**src/rtl/mem_access_unit.sv**
```systemverilog
// mem_access_unit: memory-stage load/store unit that turns pipeline load/store
// controls into word-aligned data-memory bus transactions and extends load data.
// Ports:
//   clk, rst (async, active-low)
//   i_DM_read/i_DM_write/i_addr/i_wdata/i_wait_WFI : pipeline controls and operands
//   o_wait_DM1 : pipeline stall request
//   o_dm_out : extended load result
//   o_misalign : misaligned-access flag
//   dm_req/dm_we/dm_addr/dm_wstrb/dm_wdata : bus request
//   dm_gnt/dm_rvalid/dm_rdata : bus response
// Macro MEM_MISALIGN_TRAP_EN: flag misaligned accesses instead of issuing them
// (default: the offending low address bits are cleared).
module mem_access_unit #(
  parameter int AW = 32
) (
  input  logic          clk,
  input  logic          rst,
  input  logic [2:0]    i_DM_read,
  input  logic [1:0]    i_DM_write,
  input  logic [31:0]   i_addr,
  input  logic [31:0]   i_wdata,
  input  logic          i_wait_WFI,
  output logic          o_wait_DM1,
  output logic [31:0]   o_dm_out,
  output logic          o_misalign,
  output logic          dm_req,
  output logic          dm_we,
  output logic [AW-1:0] dm_addr,
  output logic [3:0]    dm_wstrb,
  output logic [31:0]   dm_wdata,
  input  logic          dm_gnt,
  input  logic          dm_rvalid,
  input  logic [31:0]   dm_rdata
);
  typedef enum logic [1:0] {IDLE, WAIT_GNT, WAIT_RSP, DONE} state_e;
  state_e state_q, state_d;
  logic [31:0] hold_q, hold_d;
  logic wr_acc, rd_acc, acc, trap, go, req;
  logic [1:0] sz, off;
  logic [31:0] rsh, ext;
  assign wr_acc = |i_DM_write;
  assign rd_acc = (i_DM_read != 3'd0) && (i_DM_read < 3'd6);
  assign acc = wr_acc | rd_acc;
  // access size: 0 byte, 1 halfword, 2 word; a store overrides a simultaneous load
  assign sz = wr_acc ? 2'(i_DM_write - 2'd1)
            : (i_DM_read == 3'd1 || i_DM_read == 3'd4) ? 2'd0
            : (i_DM_read == 3'd2 || i_DM_read == 3'd5) ? 2'd1 : 2'd2;
  // byte lane with sub-size address bits cleared to the natural alignment
  assign off = sz == 2'd0 ? i_addr[1:0] : sz == 2'd1 ? {i_addr[1], 1'b0} : 2'b00;
`ifdef MEM_MISALIGN_TRAP_EN
  assign trap = acc & ((sz == 2'd1 & i_addr[0]) | (sz == 2'd2 & |i_addr[1:0]));
`else
  assign trap = 1'b0;
`endif
  assign go = acc & ~trap;
  assign req = state_q == WAIT_GNT | (state_q == IDLE & go);
  assign rsh = dm_rdata >> {off, 3'b000};
  assign ext = i_DM_read == 3'd1 ? {{24{rsh[7]}}, rsh[7:0]}
             : i_DM_read == 3'd2 ? {{16{rsh[15]}}, rsh[15:0]}
             : i_DM_read == 3'd4 ? {24'd0, rsh[7:0]}
             : i_DM_read == 3'd5 ? {16'd0, rsh[15:0]} : rsh;
  always_comb begin
    state_d = (req & dm_gnt) ? (wr_acc ? DONE : WAIT_RSP)
            : (state_q == IDLE & go) ? WAIT_GNT
            : (state_q == WAIT_RSP & dm_rvalid) ? DONE
            : (state_q == DONE & ~i_wait_WFI) ? IDLE : state_q;
    hold_d = (state_q == WAIT_RSP & dm_rvalid) ? ext : hold_q;
  end
  always_ff @(posedge clk or negedge rst) begin
    if (!rst) begin
      state_q <= IDLE;
      hold_q <= '0;
    end else begin
      state_q <= state_d;
      hold_q <= hold_d;
    end
  end
  // every output is gated by rst so the bus sees nothing while reset is held
  assign dm_req = rst & req;
  assign dm_we = dm_req & wr_acc;
  assign o_wait_DM1 = rst & (req | state_q == WAIT_RSP);
  assign o_misalign = rst & state_q == IDLE & trap;
  assign o_dm_out = (rst & state_q == DONE) ? hold_q : '0;
  assign dm_addr = dm_req ? {i_addr[AW-1:2], 2'b00} : '0;
  assign dm_wstrb = dm_we ? (sz == 2'd0 ? 4'b0001 << off : sz == 2'd1 ? 4'b0011 << off : 4'b1111) : 4'b0000;
  assign dm_wdata = dm_we ? (sz == 2'd0 ? {4{i_wdata[7:0]}} : sz == 2'd1 ? {2{i_wdata[15:0]}} : i_wdata) : '0;
endmodule

```
**config.mk**
```make
export PLATFORM = sky130hd
export DESIGN_NAME = mem_access_unit
export DESIGN_NICKNAME = d
export VERILOG_FILES = /design/src/rtl/mem_access_unit.sv
export SDC_FILE = /design/constraint.sdc
export NUM_CORES = 1
export LEC_CHECK = 0
export CAP_MARGIN = 20
export CORE_MARGIN = 2
export CORE_UTILIZATION = 36
export CTS_CLUSTER_SIZE = 16
export DETAILED_ROUTE_END_ITERATION = 7
export GPL_ROUTABILITY_DRIVEN = 0
export GPL_TIMING_DRIVEN = 1
export HOLD_SLACK_MARGIN = 0.08
export PLACE_DENSITY_LB_ADDON = 0.08
export SLEW_MARGIN = 40
export SYNTH_ARGS = -nofsm -noshare
export SYNTH_HDL_FRONTEND = slang
export SYNTH_SLANG_ARGS = --single-unit
```
**constraint.sdc**
```tcl
create_clock -name clk -period 2.56 [get_ports clk]
set_input_delay 0.384 -clock clk [delete_from_list [all_inputs] [get_ports clk]]
set_output_delay 0.384 -clock clk [all_outputs]
set_load 0.005 [all_outputs]
```
==> summary by stage <==
GRT
The number of global-route vias before repair is 3858. Entering global routing, the biggest net connects 35 pins. The total congestion overflow is 0. The initial antenna violation count came to 0. The aggregate global-route resource usage is 25.6%. The global-route wire length before repair is 19.7 mm.

Power
The worst-case IR drop observed on VDD is 267 uV. The total power density per cell area is 577 nW/um^2. The static leakage is 2.66 nW.

Timing
The number of slew-limit violations in the final report is 0. Counting I/O delays and the setup requirement, the final critical path takes 2.49 ns. Across all setup checks in the final design, the least slack found is 0.0728 ns.

Setup repair after global routing could not meet its margin everywhere. The worst-margin pin slew is 0.709 ns. The top achievable clock speed is 402 MHz. The final hold violation count is 0.

Setup violations remaining at the end of the flow were counted as 0. Measured against its own limit, the worst slew margin works out to 52.7%. The worst path uses 97.2% of the clock period. The final setup skew is 0.00565 ns.

CTS
Counting along the longest clock path gives a buffer depth of 2. At the later pin of the worst-skew pair, clock insertion delay measures 0.29 ns. TritonCTS created 5 clock buffers. TritonCTS built the clock tree. After clock tree synthesis, the flow added hold-fix buffers numbering 0. The root cell of the clock tree is sky130_fd_sc_hd__clkbuf_8. The clock sink count is 34.

CTS built an H-tree with a depth of 2. Clock-pin slew was measured on the worst setup and hold paths at 0.07 ns.

Critical path
The worst setup path is of the input port to output pin kind. Walking the worst path, the cells encountered are dlygate4sd2_1 -> buf_6 -> o21a_1 -> o21a_2 -> a211oi_4 -> buf_4 -> nand2_1 -> a21oi_2 -> dlygate4sd2_1. The cell occurring most often along the worst timing path is sky130_fd_sc_hd__dlygate4sd2_1. Together, buffers and inverters on the worst path number 4.

In this design, the stage delay of the slowest critical-path cell is 0.27 ns. Data arrives at the worst endpoint at 2.10 ns. STA classifies the critical path endpoint as an output pin. The cell with the biggest individual delay on the critical path is sky130_fd_sc_hd__a211oi_4.

On the critical path the largest part of the delay comes from compound AO/OA/AOI/OAI gates. Data on the critical path is required at its endpoint by 2.18 ns. The beginning of the worst register-to-register path is state_q[1]. The startpoint type of the worst setup path is an input port. The largest fanout of any net on the critical path is 5. In this run the worst setup path begins at i_DM_read[0].

Finish
The area growth from synthesis to layout is 84.8%. In the final layout, the share of cells above drive strength 1 is 22.0%. The final core area utilization is 69.3%. The repair_antennas step left the layout with diodes totalling 0. Fill cells in the final layout number 701. The final layout contains 715 nets.

Route
Detailed routing inserted a total of 3701 vias. The average wire per cell in the routed design is 17.3 microns. The wire length after detailed routing is 12.3 mm. The number of DRC markers in iteration 0 is 120. For this run, the detailed router's first-pass iteration total came to 4. The via density per instance is 5.18. In this run the remaining antenna-violating nets after routing total 0. The count of unresolved DRC violations after routing is 0.

Yosys
The simple-gate share of the synthesized area is 28.7%. The cell type with the largest total area after synthesis is sky130_fd_sc_hd__dfrtp_1. The number of distinct library cells after synthesis is 53. The post-synthesis adder-cell area fraction is 0%. In the synthesized netlist, mux cells make up 12.2% of the area. The synthesized netlist occupies a cell area of 3100 sq um. The most common flop cell mapped by yosys is sky130_fd_sc_hd__dfrtp_1.

Yosys instantiated no cell more often than sky130_fd_sc_hd__and2_1. The compound-gate portion of the synthesized area is 25.6%. By area the synthesized netlist is led by sky130_fd_sc_hd__dfrtp_1 27%, sky130_fd_sc_hd__and2_1 16%, sky130_fd_sc_hd__mux2i_1 6.8%. The combinational family with the most area after synthesis is simple AND/OR/NAND/NOR gates. The proportion of netlist area held by the largest area contributor is 27.5%.

The share of the yosys chip area belonging to registers is 27.5%. The synthesized design contains 34 register bits. In this run the mean area of a mapped cell was 8.39 sq um. Yosys mapped a number of flops with a built-in enable equal to 0. Synthesis produced 369 cells. The synthesized netlist devotes 0.525% of its cell area to XOR and XNOR gates.

Of all flip-flops after synthesis, the portion carrying an async set or reset was 100%. By count the netlist is led by 79 x sky130_fd_sc_hd__and2_1, 50 x sky130_fd_sc_hd__nand2_1, 34 x sky130_fd_sc_hd__dfrtp_1, 30 x sky130_fd_sc_hd__a21oi_1, 21 x sky130_fd_sc_hd__mux2i_1. The yosys synthesis warning count is 0.

Place
After legalization and detailed placement, the total HPWL measured 9.46 mm. The placement-stage worst setup slack is -0.409 ns. The number of buffers added on ports is 206.

Floorplan
The top-level I/O count is 210. Once the floorplan was initialized, standard cells occupied 37.5% of the core. The die outline width is 96.7 microns. The die covers 9360 sq um. The vertical die dimension is 96.7 microns.

The core region is 8260 sq um. The number of placement rows is 33.

Min path
The class of the tightest hold or removal check is input port to async pin.

Flow run
The number of max-cap violations is 0.

Status
The run finished with clean final reports.
## final timing paths
check                                to  slack [ns]  cells past startpoint
setup / recovery           dm_wdata[13]        0.07                      9
hold / removal               hold_q[10]        0.20                      2
setup reg to reg             hold_q[18]        0.78                      5
hold reg to reg               hold_q[7]        0.49                      2
max in group asynchronous    hold_q[24]        2.05                      2
min in group clk              hold_q[7]        0.49                      2
## area by class of cell
| cell class | count | area (sq um) | area share [%] |
|---|---|---|---|
| sequential | 34 | 851 | 14.9 |
| timing repair buffer | 258 | 2440 | 42.7 |
| clock buffer | 5 | 68.8 | 1.20 |
| inverter | 5 | 18.8 | 0.328 |
| tap | 105 | 131 | 2.30 |
| clock inverter | 2 | 10.0 | 0.175 |
| multi-input combinational | 305 | 2200 | 38.4 |
## per-layer routing
metal	wire, microns	global-route usage, %	vias up
met5	0	0	-
met4	199	7.04	0
met2	6410	47.3	158
met1	4790	28.7	1731
met3	946	6.79	13
li1	-	-	1799
## metrics by stage
stage / instances / setup TNS (ns) / power (mW) / hold slack (ns) / cell area (sq um)
after CTS: 714 / 0 / 3.30 / 0.220 / 5670
after floorplan: 371 / 0 / 1.85 / 0.0884 / 3100
final: 714 / 0 / 3.30 / 0.201 / 5720
after global routing: 714 / -0.00976 / 3.53 / 0.253 / 5720
after detailed placement: 689 / -22.63 / 2.90 / 0.478 / 5440
after global placement: 689 / -21.39 / 2.86 / 0.478 / 5440
## kinds of logic after synthesis
family          count (synthesis)
simple gates                  163
compound gates                102
mux                            36
flops                          34
buf+inv                        32
xor+xnor                        1
other cells                     1
## sequential cells by signal (all words and copies together), names as in the netlist
| name | count |
|---|---|
| hold_q | 32 |
| state_q | 2 |
## repair_timing
item,CTS,global route
cloned,4,0
endpoints found under the setup margin,68,30
resized for setup,97,32
pin swaps,8,6
buffers inserted,14,1
## placed cells by master (no fill, tap or decap), types with 12 or more instances in the layout
master                            Yosys  layout
sky130_fd_sc_hd__and2_1              79      79
sky130_fd_sc_hd__dlygate4sd2_1        0      44
sky130_fd_sc_hd__nor2_1              12      12
sky130_fd_sc_hd__mux2_2              15      15
sky130_fd_sc_hd__clkdlybuf4s50_1      0     143
sky130_fd_sc_hd__a22oi_1             16      16
sky130_fd_sc_hd__o221a_2             16      16
sky130_fd_sc_hd__dfrtp_1             34      34
sky130_fd_sc_hd__nand2_1             50      48
sky130_fd_sc_hd__mux2i_1             21      21
sky130_fd_sc_hd__a21oi_1             30      20
sky130_fd_sc_hd__buf_4                6      38
## report_power, final
group	switching, mW	internal, mW
Combinational	0.772	1.20
Clock	0.196	0.182
Sequential	0.148	0.802
Total	1.12	2.19
No activity file was read; power rests on OpenSTA's default activity.
